### config.mk
export PLATFORM = sky130hd
export DESIGN_NAME = msrv32_machine_control_flat
export DESIGN_NICKNAME = d
export VERILOG_FILES = /design/src/rtl/msrv32_machine_control_if.sv /design/src/rtl/msrv32_machine_control.sv /design/src/flat_wrapper.sv
export SDC_FILE = /design/constraint.sdc
export NUM_CORES = 1
export LEC_CHECK = 0
export ABC_AREA = 1
export CAP_MARGIN = 20
export CORE_MARGIN = 4
export CORE_UTILIZATION = 34
export DETAILED_ROUTE_END_ITERATION = 8
export PLACE_DENSITY_LB_ADDON = 0.08
export SLEW_MARGIN = 30
export SYNTH_ARGS = -nofsm -noshare
export SYNTH_HDL_FRONTEND = slang
export SYNTH_SLANG_ARGS = --single-unit
### constraint.sdc
create_clock -name clk_in -period 2.45 [get_ports clk_in]
set_clock_uncertainty 0.1 [all_clocks]
set_input_delay 0.49 -clock clk_in [delete_from_list [all_inputs] [get_ports clk_in]]
set_output_delay 0.49 -clock clk_in [all_outputs]
set_load 0.005 [all_outputs]
### src/rtl/msrv32_machine_control_if.sv
// Instruction, status and strobe bundle between the RV32I core datapath and its trap sequencer.
// The master side drives decoded fields and event lines; the slave side is the sequencer.
interface msrv32_machine_control_if;
   logic       ahb_ready_in;
   logic [4:0] opcode_6_to_2_in;
   logic [2:0] funct3_in;
   logic [6:0] funct7_in;
   logic [4:0] rs1_addr_in;
   logic [4:0] rs2_addr_in;
   logic [4:0] rd_addr_in;
   logic       illegal_instr_in;
   logic       misaligned_instr_in;
   logic       misaligned_load_in;
   logic       misaligned_store_in;
   logic       mie_in;
   logic       meie_in;
   logic       mtie_in;
   logic       msie_in;
   logic       meip_in;
   logic       mtip_in;
   logic       msip_in;
   logic [1:0] pc_src_out;
   logic       flush_out;
   logic       trap_taken_out;
   logic       i_or_e_out;
   logic [3:0] cause_out;
   logic       set_cause_out;
   logic       set_epc_out;
   logic       mie_clear_out;
   logic       mie_set_out;
   logic       misaligned_exception_out;
   logic       instret_inc_out;

   modport master (
      output ahb_ready_in, opcode_6_to_2_in, funct3_in, funct7_in, rs1_addr_in, rs2_addr_in,
             rd_addr_in, illegal_instr_in, misaligned_instr_in, misaligned_load_in,
             misaligned_store_in, mie_in, meie_in, mtie_in, msie_in, meip_in, mtip_in, msip_in,
      input  pc_src_out, flush_out, trap_taken_out, i_or_e_out, cause_out, set_cause_out,
             set_epc_out, mie_clear_out, mie_set_out, misaligned_exception_out, instret_inc_out
   );

   modport slave (
      input  ahb_ready_in, opcode_6_to_2_in, funct3_in, funct7_in, rs1_addr_in, rs2_addr_in,
             rd_addr_in, illegal_instr_in, misaligned_instr_in, misaligned_load_in,
             misaligned_store_in, mie_in, meie_in, mtie_in, msie_in, meip_in, mtip_in, msip_in,
      output pc_src_out, flush_out, trap_taken_out, i_or_e_out, cause_out, set_cause_out,
             set_epc_out, mie_clear_out, mie_set_out, misaligned_exception_out, instret_inc_out
   );
endinterface

### src/rtl/msrv32_machine_control.sv
// Trap/return sequencer: selects the PC source, flushes the pipe and strobes mepc/mcause/MIE
// on trap entry and MRET.
module msrv32_machine_control #(
   parameter int unsigned BOOT_CYCLES = 1
) (
   input logic                      clk_in,
   input logic                      rst_in,
   msrv32_machine_control_if.slave  bus_io
);
   localparam int unsigned CntW = (BOOT_CYCLES > 1) ? $clog2(BOOT_CYCLES) : 1;
   localparam logic [CntW-1:0] LastCnt = CntW'(BOOT_CYCLES - 1);

   typedef enum logic [1:0] {StReset, StOperating, StTrapTaken, StTrapReturn} state_e;

   state_e          state_q, state_d;
   logic [CntW-1:0] boot_cnt_q, boot_cnt_d;
   logic            i_or_e_q;
   logic [3:0]      cause_q;
   logic            misaligned_q;

   logic        sys_match;
   logic [11:0] sys_field;
   logic        is_ecall, is_ebreak, is_mret;
   logic        exc_valid, exc_misaligned, irq_valid;
   logic [3:0]  exc_cause, irq_cause;

   assign sys_match = (bus_io.opcode_6_to_2_in == 5'b11100) && (bus_io.funct3_in == 3'b000) &&
                      (bus_io.rs1_addr_in == 5'd0) && (bus_io.rd_addr_in == 5'd0);
   assign sys_field = {bus_io.funct7_in, bus_io.rs2_addr_in};
   assign is_ecall  = sys_match && (sys_field == 12'h000);
   assign is_ebreak = sys_match && (sys_field == 12'h001);
   assign is_mret   = sys_match && (sys_field == 12'h302);

   always_comb begin
      exc_valid      = 1'b1;
      exc_misaligned = 1'b0;
      exc_cause      = 4'd0;
      if (bus_io.misaligned_instr_in) begin
         exc_cause      = 4'd0;
         exc_misaligned = 1'b1;
      end else if (bus_io.illegal_instr_in) begin
         exc_cause = 4'd2;
      end else if (is_ebreak) begin
         exc_cause = 4'd3;
      end else if (is_ecall) begin
         exc_cause = 4'd11;
      end else if (bus_io.misaligned_store_in) begin
         exc_cause      = 4'd6;
         exc_misaligned = 1'b1;
      end else if (bus_io.misaligned_load_in) begin
         exc_cause      = 4'd4;
         exc_misaligned = 1'b1;
      end else begin
         exc_valid = 1'b0;
      end
   end

   always_comb begin
      irq_valid = bus_io.mie_in;
      irq_cause = 4'd0;
      if (bus_io.meie_in && bus_io.meip_in) begin
         irq_cause = 4'd11;
      end else if (bus_io.msie_in && bus_io.msip_in) begin
         irq_cause = 4'd3;
      end else if (bus_io.mtie_in && bus_io.mtip_in) begin
         irq_cause = 4'd7;
      end else begin
         irq_valid = 1'b0;
      end
   end

   always_comb begin
      state_d    = state_q;
      boot_cnt_d = boot_cnt_q;
      unique case (state_q)
         StReset: begin
            if (boot_cnt_q == LastCnt) state_d = StOperating;
            else                       boot_cnt_d = boot_cnt_q + CntW'(1);
         end
         StOperating: begin
            if (bus_io.ahb_ready_in) begin
               if (exc_valid || irq_valid) state_d = StTrapTaken;
               else if (is_mret)           state_d = StTrapReturn;
            end
         end
         StTrapTaken:  state_d = StOperating;
         StTrapReturn: state_d = StOperating;
      endcase
      // Reset overrides any in-flight trap or return.
      if (rst_in) begin
         state_d    = StReset;
         boot_cnt_d = '0;
      end
   end

   always_ff @(posedge clk_in) begin
      state_q    <= state_d;
      boot_cnt_q <= boot_cnt_d;
      if (rst_in) begin
         i_or_e_q     <= 1'b0;
         cause_q      <= 4'd0;
         misaligned_q <= 1'b0;
      end else if (state_q == StOperating && state_d == StTrapTaken) begin
         i_or_e_q     <= ~exc_valid;
         cause_q      <= exc_valid ? exc_cause : irq_cause;
         misaligned_q <= exc_valid & exc_misaligned;
      end
   end

   always_comb begin
      bus_io.pc_src_out     = 2'b11;
      bus_io.flush_out      = 1'b0;
      bus_io.trap_taken_out = 1'b0;
      unique case (state_d)
         StReset: begin
            bus_io.pc_src_out = 2'b00;
            bus_io.flush_out  = 1'b1;
         end
         StOperating: begin
            bus_io.pc_src_out = 2'b11;
         end
         StTrapTaken: begin
            bus_io.pc_src_out     = 2'b10;
            bus_io.flush_out      = 1'b1;
            bus_io.trap_taken_out = 1'b1;
         end
         StTrapReturn: begin
            bus_io.pc_src_out = 2'b01;
            bus_io.flush_out  = 1'b1;
         end
      endcase
   end

   assign bus_io.set_cause_out            = (state_q == StTrapTaken);
   assign bus_io.set_epc_out              = (state_q == StTrapTaken);
   assign bus_io.mie_clear_out            = (state_q == StTrapTaken);
   assign bus_io.misaligned_exception_out = (state_q == StTrapTaken) && misaligned_q;
   assign bus_io.mie_set_out              = (state_q == StTrapReturn);
   assign bus_io.i_or_e_out               = i_or_e_q;
   assign bus_io.cause_out                = cause_q;
   assign bus_io.instret_inc_out          = (state_q == StOperating) &&
                                            (state_d == StOperating) && bus_io.ahb_ready_in;
endmodule
### src/flat_wrapper.sv
// flat-port wrapper written by rule: the top's interface ports become plain ports
module msrv32_machine_control_flat 
#(
   parameter int unsigned BOOT_CYCLES = 1
)
  (clk_in, rst_in, bus_io_ahb_ready_in, bus_io_opcode_6_to_2_in, bus_io_funct3_in, bus_io_funct7_in, bus_io_rs1_addr_in, bus_io_rs2_addr_in, bus_io_rd_addr_in, bus_io_illegal_instr_in, bus_io_misaligned_instr_in, bus_io_misaligned_load_in, bus_io_misaligned_store_in, bus_io_mie_in, bus_io_meie_in, bus_io_mtie_in, bus_io_msie_in, bus_io_meip_in, bus_io_mtip_in, bus_io_msip_in, bus_io_pc_src_out, bus_io_flush_out, bus_io_trap_taken_out, bus_io_i_or_e_out, bus_io_cause_out, bus_io_set_cause_out, bus_io_set_epc_out, bus_io_mie_clear_out, bus_io_mie_set_out, bus_io_misaligned_exception_out, bus_io_instret_inc_out);
  msrv32_machine_control_if bus_io_i ();
  input logic clk_in;
  input logic rst_in;
  input wire logic [$bits(bus_io_i.ahb_ready_in)-1:0] bus_io_ahb_ready_in;
  input wire logic [$bits(bus_io_i.opcode_6_to_2_in)-1:0] bus_io_opcode_6_to_2_in;
  input wire logic [$bits(bus_io_i.funct3_in)-1:0] bus_io_funct3_in;
  input wire logic [$bits(bus_io_i.funct7_in)-1:0] bus_io_funct7_in;
  input wire logic [$bits(bus_io_i.rs1_addr_in)-1:0] bus_io_rs1_addr_in;
  input wire logic [$bits(bus_io_i.rs2_addr_in)-1:0] bus_io_rs2_addr_in;
  input wire logic [$bits(bus_io_i.rd_addr_in)-1:0] bus_io_rd_addr_in;
  input wire logic [$bits(bus_io_i.illegal_instr_in)-1:0] bus_io_illegal_instr_in;
  input wire logic [$bits(bus_io_i.misaligned_instr_in)-1:0] bus_io_misaligned_instr_in;
  input wire logic [$bits(bus_io_i.misaligned_load_in)-1:0] bus_io_misaligned_load_in;
  input wire logic [$bits(bus_io_i.misaligned_store_in)-1:0] bus_io_misaligned_store_in;
  input wire logic [$bits(bus_io_i.mie_in)-1:0] bus_io_mie_in;
  input wire logic [$bits(bus_io_i.meie_in)-1:0] bus_io_meie_in;
  input wire logic [$bits(bus_io_i.mtie_in)-1:0] bus_io_mtie_in;
  input wire logic [$bits(bus_io_i.msie_in)-1:0] bus_io_msie_in;
  input wire logic [$bits(bus_io_i.meip_in)-1:0] bus_io_meip_in;
  input wire logic [$bits(bus_io_i.mtip_in)-1:0] bus_io_mtip_in;
  input wire logic [$bits(bus_io_i.msip_in)-1:0] bus_io_msip_in;
  output wire logic [$bits(bus_io_i.pc_src_out)-1:0] bus_io_pc_src_out;
  output wire logic [$bits(bus_io_i.flush_out)-1:0] bus_io_flush_out;
  output wire logic [$bits(bus_io_i.trap_taken_out)-1:0] bus_io_trap_taken_out;
  output wire logic [$bits(bus_io_i.i_or_e_out)-1:0] bus_io_i_or_e_out;
  output wire logic [$bits(bus_io_i.cause_out)-1:0] bus_io_cause_out;
  output wire logic [$bits(bus_io_i.set_cause_out)-1:0] bus_io_set_cause_out;
  output wire logic [$bits(bus_io_i.set_epc_out)-1:0] bus_io_set_epc_out;
  output wire logic [$bits(bus_io_i.mie_clear_out)-1:0] bus_io_mie_clear_out;
  output wire logic [$bits(bus_io_i.mie_set_out)-1:0] bus_io_mie_set_out;
  output wire logic [$bits(bus_io_i.misaligned_exception_out)-1:0] bus_io_misaligned_exception_out;
  output wire logic [$bits(bus_io_i.instret_inc_out)-1:0] bus_io_instret_inc_out;
  assign bus_io_i.ahb_ready_in = bus_io_ahb_ready_in;
  assign bus_io_i.opcode_6_to_2_in = bus_io_opcode_6_to_2_in;
  assign bus_io_i.funct3_in = bus_io_funct3_in;
  assign bus_io_i.funct7_in = bus_io_funct7_in;
  assign bus_io_i.rs1_addr_in = bus_io_rs1_addr_in;
  assign bus_io_i.rs2_addr_in = bus_io_rs2_addr_in;
  assign bus_io_i.rd_addr_in = bus_io_rd_addr_in;
  assign bus_io_i.illegal_instr_in = bus_io_illegal_instr_in;
  assign bus_io_i.misaligned_instr_in = bus_io_misaligned_instr_in;
  assign bus_io_i.misaligned_load_in = bus_io_misaligned_load_in;
  assign bus_io_i.misaligned_store_in = bus_io_misaligned_store_in;
  assign bus_io_i.mie_in = bus_io_mie_in;
  assign bus_io_i.meie_in = bus_io_meie_in;
  assign bus_io_i.mtie_in = bus_io_mtie_in;
  assign bus_io_i.msie_in = bus_io_msie_in;
  assign bus_io_i.meip_in = bus_io_meip_in;
  assign bus_io_i.mtip_in = bus_io_mtip_in;
  assign bus_io_i.msip_in = bus_io_msip_in;
  assign bus_io_pc_src_out = bus_io_i.pc_src_out;
  assign bus_io_flush_out = bus_io_i.flush_out;
  assign bus_io_trap_taken_out = bus_io_i.trap_taken_out;
  assign bus_io_i_or_e_out = bus_io_i.i_or_e_out;
  assign bus_io_cause_out = bus_io_i.cause_out;
  assign bus_io_set_cause_out = bus_io_i.set_cause_out;
  assign bus_io_set_epc_out = bus_io_i.set_epc_out;
  assign bus_io_mie_clear_out = bus_io_i.mie_clear_out;
  assign bus_io_mie_set_out = bus_io_i.mie_set_out;
  assign bus_io_misaligned_exception_out = bus_io_i.misaligned_exception_out;
  assign bus_io_instret_inc_out = bus_io_i.instret_inc_out;
  msrv32_machine_control #(.BOOT_CYCLES(BOOT_CYCLES)) u_core (.clk_in(clk_in), .rst_in(rst_in), .bus_io(bus_io_i));
endmodule
==> reports/qor.csv, run 1 <==
stage;metric;value;unit
worst_hold_path;HP Start;u_core.bus_io.i_or_e_out$_SDFFE_PP0P_;
pwr;Flop pwr share;0.322;
drt;max layer used;met4;
place;placed instance area;1570;sq um
logic_synthesis;FF+latch count, synth;8;
pwr;Logic pwr share;0.444;
place;dpl ws;-0.818;ns
timing;hold slack;0.443;ns
drt;Wirelength per Cell;14.7;microns
place;RePlAce Congestion;0.766;
worst_setup_path;Worst setup SP type;input pin;
run_status;violated checks;negative setup slack;
drt;met3 wire len;316;microns
worst_setup_path;worst-path maximum fanout;3;
timing;RSZ-0062 raised after global routing;yes;
cts;Skew-Pair Late Insertion Delay;0.25;ns
drt;post-detailed-route count of antenna-violating nets;0;
drt;wl on met1;1290;microns
cells_and_area;Area Growth Syn to Fin;125;%
worst_hold_path;Hold WC Path Type;flop to flop;
pwr;Clk pwr share;0.234;
cells_and_area;area occupied by multi-input gates;673;sq um
logic_synthesis;asr flop ratio synth;0;
timing;worst slew pin tran;0.269;ns
floorplanning;Initial Util;0.363;
worst_setup_path;Critical Path RT;1.86;ns
grt;largest net degree at the start of global routing;9;
worst_setup_path;r2r worst-path depth;11;
grt;vias in the first global route;1153;
worst_setup_path;critical path class;input pin to output pin;
timing;Slew Limit Fails;0;
cts;CTS buffer count;3;
grt;global-route wire length before repair;4780;microns
cells_and_area;share of layout cells above drive strength 1;0.532;
cts;deepest clock path buffer count;2;
pwr;leak pwr;0.000936;uW
pwr;Pint;296;uW
pwr;Sw Pwr;127;uW
worst_setup_path;CP dominant cell by count;nor2_4;
timing;endpoints failing setup;3;
grt;grt ovf;0;
drt;drt initial violations;46;
cts;htree depth;1;
logic_synthesis;largest cells by area after synthesis;dfxtp_1 (20%), nor2_1 (12%), inv_1 (10%);
drt;via count;1299;
cts;clk root buf;clkbuf_4;
timing;endpoints failing hold;0;
logic_synthesis;xor and xnor area share after synthesis;0;
logic_synthesis;leading cell types by count after synthesis;nor2_1 (25), inv_1 (22), nand2_1 (22), nand3_1 (14), dfxtp_1 (8);
floorplanning;Die X-Extent;56.8;microns
pwr;pwr dens;231;nW/um^2
logic_synthesis;main flop type after synthesis;dfxtp_1;
logic_synthesis;Synth Area in Simple Gates;0.563;
drt;drc violations;0;
logic_synthesis;Mapped Area;811;sq um
worst_setup_path;worst r2r src;u_core.state_q[1]$_DFF_P_;
drt;routed vias/inst;4.94;
drt;WL final;3880;microns
worst_setup_path;Critical Path Start;bus_io_rs1_addr_in[3];
floorplanning;die area;3230;sq um
timing;Final min period;2.55;ns
place;Post-DP HPWL;2300;microns
logic_synthesis;Syn Nets;179;
cts;Reg clk slew, reported paths;0.05;ns
logic_synthesis;Syn Area/Cell;6.05;sq um
place;I/O Buffers;58;
timing;FMAX;392;MHz
drt;DRT Pass-1 Iters;4;
cts;Post-CTS Hold Buffers;0;
pwr;Switching Fraction;0.300;
logic_synthesis;EDFF count, synth;0;
drt;DR WL met2;2120;microns
worst_setup_path;reg2reg setup slack;0.40;ns
cells_and_area;NumNets Final;282;
logic_synthesis;Synth Area in Adders;0.0154;
run_status;status;finished with violations;
worst_setup_path;Crit. End Element;output pin;
worst_setup_path;Worst Path Arrival;1.96;ns
logic_synthesis;count leader, synth;nor2_1;
worst_setup_path;FF-to-FF End;u_core.misaligned_q$_SDFFE_PP0P_;
logic_synthesis;post-synthesis sequential area ratio;0.198;
timing;PnR worst setup slack;-0.0987;ns
cts;CTS sink cnt;8;
logic_synthesis;post-synthesis cell count;134;
cells_and_area;Storage cell area;160;sq um
timing;Slew headroom;0.819;
cells_and_area;fillers;149;
worst_setup_path;Worst path slowest cell;ha_4;
logic_synthesis;combinational family with the most area after synthesis;simple AND/OR/NAND/NOR gates;
worst_setup_path;Worst Setup EP;bus_io_pc_src_out[1];
pwr;Power, Total;423;uW
worst_setup_path;Slowest Stage Delay on Critical Path;0.21;ns
logic_synthesis;Synth cell types;25;
grt;Tot GR Track Use;0.185;
floorplanning;row count;17;
floorplanning;overall die height;56.8;microns
job;max-cap viol count;0;
worst_setup_path;cells along the critical path;buf_6 > nor2_4 > nand2_2 > nor2_4 > nand2_4 > nor2_4 > nand2_2 > nand2_2 > nor2_4 > nand3_2 > nand2_2 > nor2_4 > ha_4 > inv_2 > buf_6;
floorplanning;core area;2230;sq um
logic_synthesis;Ys Warns;0;
cts;TritonCTS clock tree;built;
timing;period utilisation layout;1.04;
logic_synthesis;Synth Area in Compound Gates;0.0802;
logic_synthesis;share of the synthesized area in the top cell type;0.198;
grt;initial antenna violation count;0;
pwr;VDD IR max;431;uV
logic_synthesis;post-synthesis mux area share;0;
cells_and_area;Finished Cell Area;1830;sq um
floorplanning;# IOs;59;
cells_and_area;Diodes inserted;0;
logic_synthesis;area leader, netlist;dfxtp_1;
layer usage:
metal	vias to the layer above	global-route usage
met5	-	0
met4	0	0.0199
met3	18	0.0552
met2	66	0.373
met1	590	0.188
li1	625	-
how the worst min path moves through the flow:
stage	to	slack, ns	cells after the start
2_1_floorplan	u_core.bus_io.i_or_e_out$_SDFFE_PP0P_	0.36	2
3_3_place_gp	u_core.bus_io.i_or_e_out$_SDFFE_PP0P_	0.36	2
3_5_place_dp	u_core.bus_io.i_or_e_out$_SDFFE_PP0P_	0.37	2
4_1_cts	u_core.bus_io.i_or_e_out$_SDFFE_PP0P_	0.39	2
5_1_grt	u_core.bus_io.i_or_e_out$_SDFFE_PP0P_	0.47	2
6_report	u_core.bus_io.i_or_e_out$_SDFFE_PP0P_	0.44	2
power by group through the flow:
stage	combinational [uW]	clock [uW]	sequential, uW
2_1_floorplan	47.9	0	138
3_3_place_gp	159	0	138
3_5_place_dp	163	0	138
4_1_cts	163	103	136
5_1_grt	200	110	136
6_report	188	98.9	136
state kept, by name, summed over array words and instances, names as in the netlist:
register                  count
u_core.bus_io.cause_out       4
u_core.state_q                2
u_core.bus_io.i_or_e_out      1
u_core.misaligned_q           1
cell type report:
cell class,instances,area share
Timing Repair Buffer,101,0.460
Tap cell,28,0.0192
Sequential cell,8,0.0877
Inverter,25,0.0521
Multi-Input combinational cell,98,0.368
Clock buffer,3,0.0123
layout by cell type, fill, tap and decap left out, drive strengths merged:
cell type,count
a21boi,1
a21oi,5
and2,2
buf,58
clkbuf,15
clkdlybuf4s15,6
clkdlybuf4s50,19
clkinv,1
dfxtp,8
dlygate4sd2,5
dlymetal6s2s,1
ha,1
inv,24
nand2,32
nand3,16
nand4,2
nor2,32
nor3,1
nor3b,1
nor4,1
o21a,2
o21ai,2
critical path, delay by kind of cell:
kind | cells | cell delay, ns
buffers and inverters | 3 | 0.23
adders and majority gates | 1 | 0.21
and+or+nand+nor | 11 | 1.01
logic make-up (layout without fill, tap and decap cells):
family	count (synthesis)	in the layout
and+or+nand+nor	87	87
buffers and inverters	28	129
AOI/OAI and AO/OA	10	10
DFF	8	8
adders and majority gates	1	1
what timing repair did:
| action | in CTS | in global routing |
|---|---|---|
| endpoints found under the setup margin | 11 | 11 |
| gates resized for setup | 114 | 51 |
| pin swaps | 37 | 32 |
| setup buffers | 16 | 5 |
through the flow:
stage               cells  utilization  TNS [ns]
floorplan             134            -         0
global placement      239        0.703     -5.91
detailed placement    239        0.703     -6.83
CTS                   258        0.774    -0.176
global route          263        0.818     -1.23
finish                263        0.818    -0.203
Note: power is estimated with default switching activity, not from simulation.
==> run 2: changes to the inputs <==
--- a/config.mk
+++ b/config.mk
@@ -10,3 +10,3 @@
 export CORE_MARGIN = 4
-export CORE_UTILIZATION = 34
+export CORE_UTILIZATION = 30
 export DETAILED_ROUTE_END_ITERATION = 8
--- a/constraint.sdc
+++ b/constraint.sdc
@@ -4,2 +4,2 @@
 set_output_delay 0.49 -clock clk_in [all_outputs]
-set_load 0.005 [all_outputs]
+set_load 0.02 [all_outputs]
==> run 2 against run 1 <==
The flow still finishes with violations (negative setup slack). Combinational power rose by 4%. Final area rose by 1.2%. Die area rose by 11%. Critical path depth fell by 1. Clock-buffer cell count did not move. Sequential share of layout area fell by 0.10 points. Maximum frequency rose by 2.9%. Register-to-register slack improved by 0.14 ns. Total power rose by 4.2%. Worst hold slack got worse by 0.072 ns. Sequential power barely moved. Core utilization fell by 8.5 points.
==> reports/qor.csv, run 2 (synthesized netlist as in run 1, its figures left out) <==
stage;metric;value;unit;change
pwr;leak pwr;0.000969;uW;was 0.000936 uW
timing;endpoints failing hold;0;;unchanged
cts;TritonCTS clock tree;built;;unchanged
pwr;VDD IR max;335;uV;was 431 uV
cells_and_area;commonest non-fill, non-tap cell in the layout;buf_4;;unchanged
place;Inst Count DP;245;;was 239
floorplanning;die area;3600;sq um;was 3230 sq um
place;placed instance area;1600;sq um;was 1570 sq um
cells_and_area;Diodes inserted;0;;unchanged
cts;htree depth;1;;unchanged
worst_setup_path;r2r worst-path depth;13;;was 11
timing;period utilisation layout;1.01;;was 1.04
cts;CTS buffer count;3;;unchanged
worst_setup_path;cells along the critical path;clkdlybuf4s15_1 > nor2_1 > and2_4 > nand2_4 > nor2_4 > nand2_4 > nand2_4 > nor2_4 > nand2_2 > a21oi_2 > inv_2 > ha_4 > inv_2 > buf_6;;was buf_6 > nor2_4 > nand2_2 > nor2_4 > nand2_4 > nor2_4 > nand2_2 > nand2_2 > nor2_4 > nand3_2 > nand2_2 > nor2_4 > ha_4 > inv_2 > buf_6
timing;endpoints failing setup;1;;was 3
job;max-cap viol count;0;;unchanged
worst_setup_path;Worst Path Arrival;1.89;ns;was 1.96 ns
floorplanning;# IOs;59;;unchanged
pwr;pwr dens;238;nW/um^2;was 231 nW/um^2
run_status;status;finished with violations;;unchanged
timing;hold slack;0.371;ns;was 0.443 ns
worst_setup_path;Worst path slowest cell;ha_4;;unchanged
drt;post-detailed-route count of antenna-violating nets;0;;unchanged
drt;routed vias/inst;4.40;;was 4.94
grt;global-route wire length before repair;4840;microns;was 4780 microns
place;RePlAce Congestion;0.737;;was 0.766
floorplanning;Initial Util;0.321;;was 0.363
grt;initial antenna violation count;0;;unchanged
worst_setup_path;Worst setup SP type;input pin;;unchanged
worst_setup_path;worst-path maximum fanout;3;;unchanged
cts;clk root buf;clkbuf_4;;unchanged
cts;deepest clock path buffer count;2;;unchanged
cells_and_area;fillers;225;;was 149
cells_and_area;share of layout cells above drive strength 1;0.550;;was 0.532
timing;FMAX;404;MHz;was 392 MHz
timing;Slew Limit Fails;0;;unchanged
cells_and_area;most frequent cells in the layout;buf_4 (49), clkdlybuf4s50_1 (19), inv_1 (18);;was buf_4 (42), clkdlybuf4s50_1 (19), inv_1 (18), nand2_1 (18), nor2_4 (14)
worst_setup_path;Buf/Inv on CP;4;;was 3
floorplanning;core area;2520;sq um;was 2230 sq um
worst_setup_path;Crit. End Element;output pin;;unchanged
worst_hold_path;Hold WC Path Type;flop to flop;;unchanged
drt;via count;1187;;was 1299
timing;Slew headroom;0.808;;was 0.819
place;I/O Buffers;58;;unchanged
cells_and_area;filler-free cell count of the finished design;270;;was 263
cts;Post-CTS Hold Buffers;0;;unchanged
timing;worst slew pin tran;0.286;ns;was 0.269 ns
cells_and_area;number of flip-flops under the largest register name;4;;unchanged
worst_setup_path;Critical Path RT;1.86;ns;about the same
worst_setup_path;Slowest Stage Delay on Critical Path;0.26;ns;was 0.21 ns
timing;PnR worst setup slack;-0.0279;ns;was -0.0987 ns
cells_and_area;Storage cell area;160;sq um;unchanged
grt;vias in the first global route;1207;;was 1153
floorplanning;Die X-Extent;60.0;microns;was 56.8 microns
grt;largest net degree at the start of global routing;9;;unchanged
cts;Skew-Pair Late Insertion Delay;0.27;ns;was 0.25 ns
place;Post-DP HPWL;2330;microns;was 2300 microns
grt;Tot GR Track Use;0.176;;was 0.185
drt;drc violations;0;;unchanged
cts;CTS sink cnt;8;;unchanged
cells_and_area;area occupied by multi-input gates;662;sq um;was 673 sq um
cells_and_area;NumNets Final;287;;was 282
cells_and_area;Area Growth Syn to Fin;128;%;was 125%
worst_setup_path;delay-heaviest family, CP;simple AND/OR/NAND/NOR gates;;unchanged
worst_hold_path;HP Start;u_core.bus_io.i_or_e_out$_SDFFE_PP0P_;;unchanged
drt;drt initial violations;17;;was 46
worst_setup_path;CP dominant cell by count;nand2_4;;was nor2_4
cts;Reg clk slew, reported paths;0.06;ns;was 0.05 ns
worst_setup_path;worst r2r src;u_core.state_q[1]$_DFF_P_;;unchanged
worst_setup_path;reg2reg setup slack;0.54;ns;was 0.40 ns
grt;grt ovf;0;;unchanged
worst_setup_path;FF-to-FF End;u_core.bus_io.cause_out[2]$_SDFFE_PP0P_;;was u_core.misaligned_q$_SDFFE_PP0P_
pwr;Power, Total;440;uW;was 423 uW
cells_and_area;Finished Cell Area;1850;sq um;was 1830 sq um
timing;Final min period;2.48;ns;was 2.55 ns
worst_hold_path;worst hold path depth;2;;unchanged
floorplanning;row count;18;;was 17
floorplanning;overall die height;60.0;microns;was 56.8 microns
worst_hold_path;Hold EP;u_core.bus_io.i_or_e_out$_SDFFE_PP0P_;;unchanged
worst_setup_path;critical path class;input pin to output pin;;unchanged
drt;Wirelength per Cell;11.4;microns;was 14.7 microns
timing;RSZ-0062 raised after global routing;yes;;unchanged
drt;WL final;3070;microns;was 3880 microns
run_status;violated checks;negative setup slack;;unchanged
drt;DRT Pass-1 Iters;4;;unchanged
-- run 2: layout make-up --
| type | instances | area share |
|---|---|---|
| Inverter | 25 | 0.0515 |
| Tap cell | 30 | 0.0203 |
| Clock buffer | 3 | 0.0122 |
| Sequential cell | 8 | 0.0867 |
| Timing Repair Buffer | 106 | 0.471 |
| Multi-Input combinational cell | 98 | 0.358 |
-- run 2: worst reg2reg max path, cell delays in order (launching register included) --
cell and delay [ns]:
dfxtp_1 0.32, inv_1 0.12, nand3_1 0.11, inv_1 0.12, nand2_2 0.09, nor2_4 0.11, ha_4 0.14, buf_4 0.10
nand3_2 0.14, nor2_2 0.16, nand3_1 0.09, nand2_1 0.07, inv_1 0.03, a21oi_1 0.12
-- run 2: routing by layer --
layer,track usage,part of all wire,vias to the layer above
li1,-,-,630
met1,0.184,0.37,500
met2,0.346,0.53,51
met3,0.0410,0.086,6
met4,0.0411,0.016,0
met5,0,0,-
-- run 2: worst max-delay path by stage --
stage                                                   end                   from  slack (ns)  cells after the start
floorplan           u_core.bus_io.cause_out[2]$_SDFFE_PP0P_  bus_io_rs1_addr_in[4]        0.03                     18
global placement                       bus_io_pc_src_out[1]    bus_io_funct7_in[3]       -0.83                     14
detailed placement                     bus_io_pc_src_out[1]    bus_io_funct7_in[4]       -0.92                     14
CTS                                    bus_io_pc_src_out[1]  bus_io_rs1_addr_in[0]       -0.18                     15
global route                           bus_io_pc_src_out[1]  bus_io_rs1_addr_in[3]       -0.11                     15
finish                                 bus_io_pc_src_out[1]   bus_io_rd_addr_in[2]       -0.03                     14
-- run 2: power by group --
part / leakage (uW) / total (uW) / switching [uW] / internal (uW)
sequential: 0.0000650 / 136 / 2.61 / 133
combinational: 0.000890 / 196 / 83.6 / 112
clock: 0.0000138 / 109 / 52.2 / 56.5
-- run 2: per-stage QoR --
| stage | setup TNS (ns) | util | worst slack (ns) |
|---|---|---|---|
| 5_1_grt | -0.177 | 0.733 | -0.105 |
| 2_1_floorplan | 0 | - | 0.0292 |
| 3_5_place_dp | -7.12 | 0.635 | -0.921 |
| 4_1_cts | -0.604 | 0.691 | -0.180 |
| 3_3_place_gp | -6.25 | 0.635 | -0.829 |
| 6_report | -0.0279 | 0.733 | -0.0279 |
-- run 2: timing repair --
| item | in CTS | in global routing |
|---|---|---|
| endpoints found under the setup margin | 11 | 11 |
| gates resized for setup | 112 | 54 |
| gates cloned | 0 | 0 |
| setup buffers | 14 | 8 |
| pin swaps | 40 | 32 |
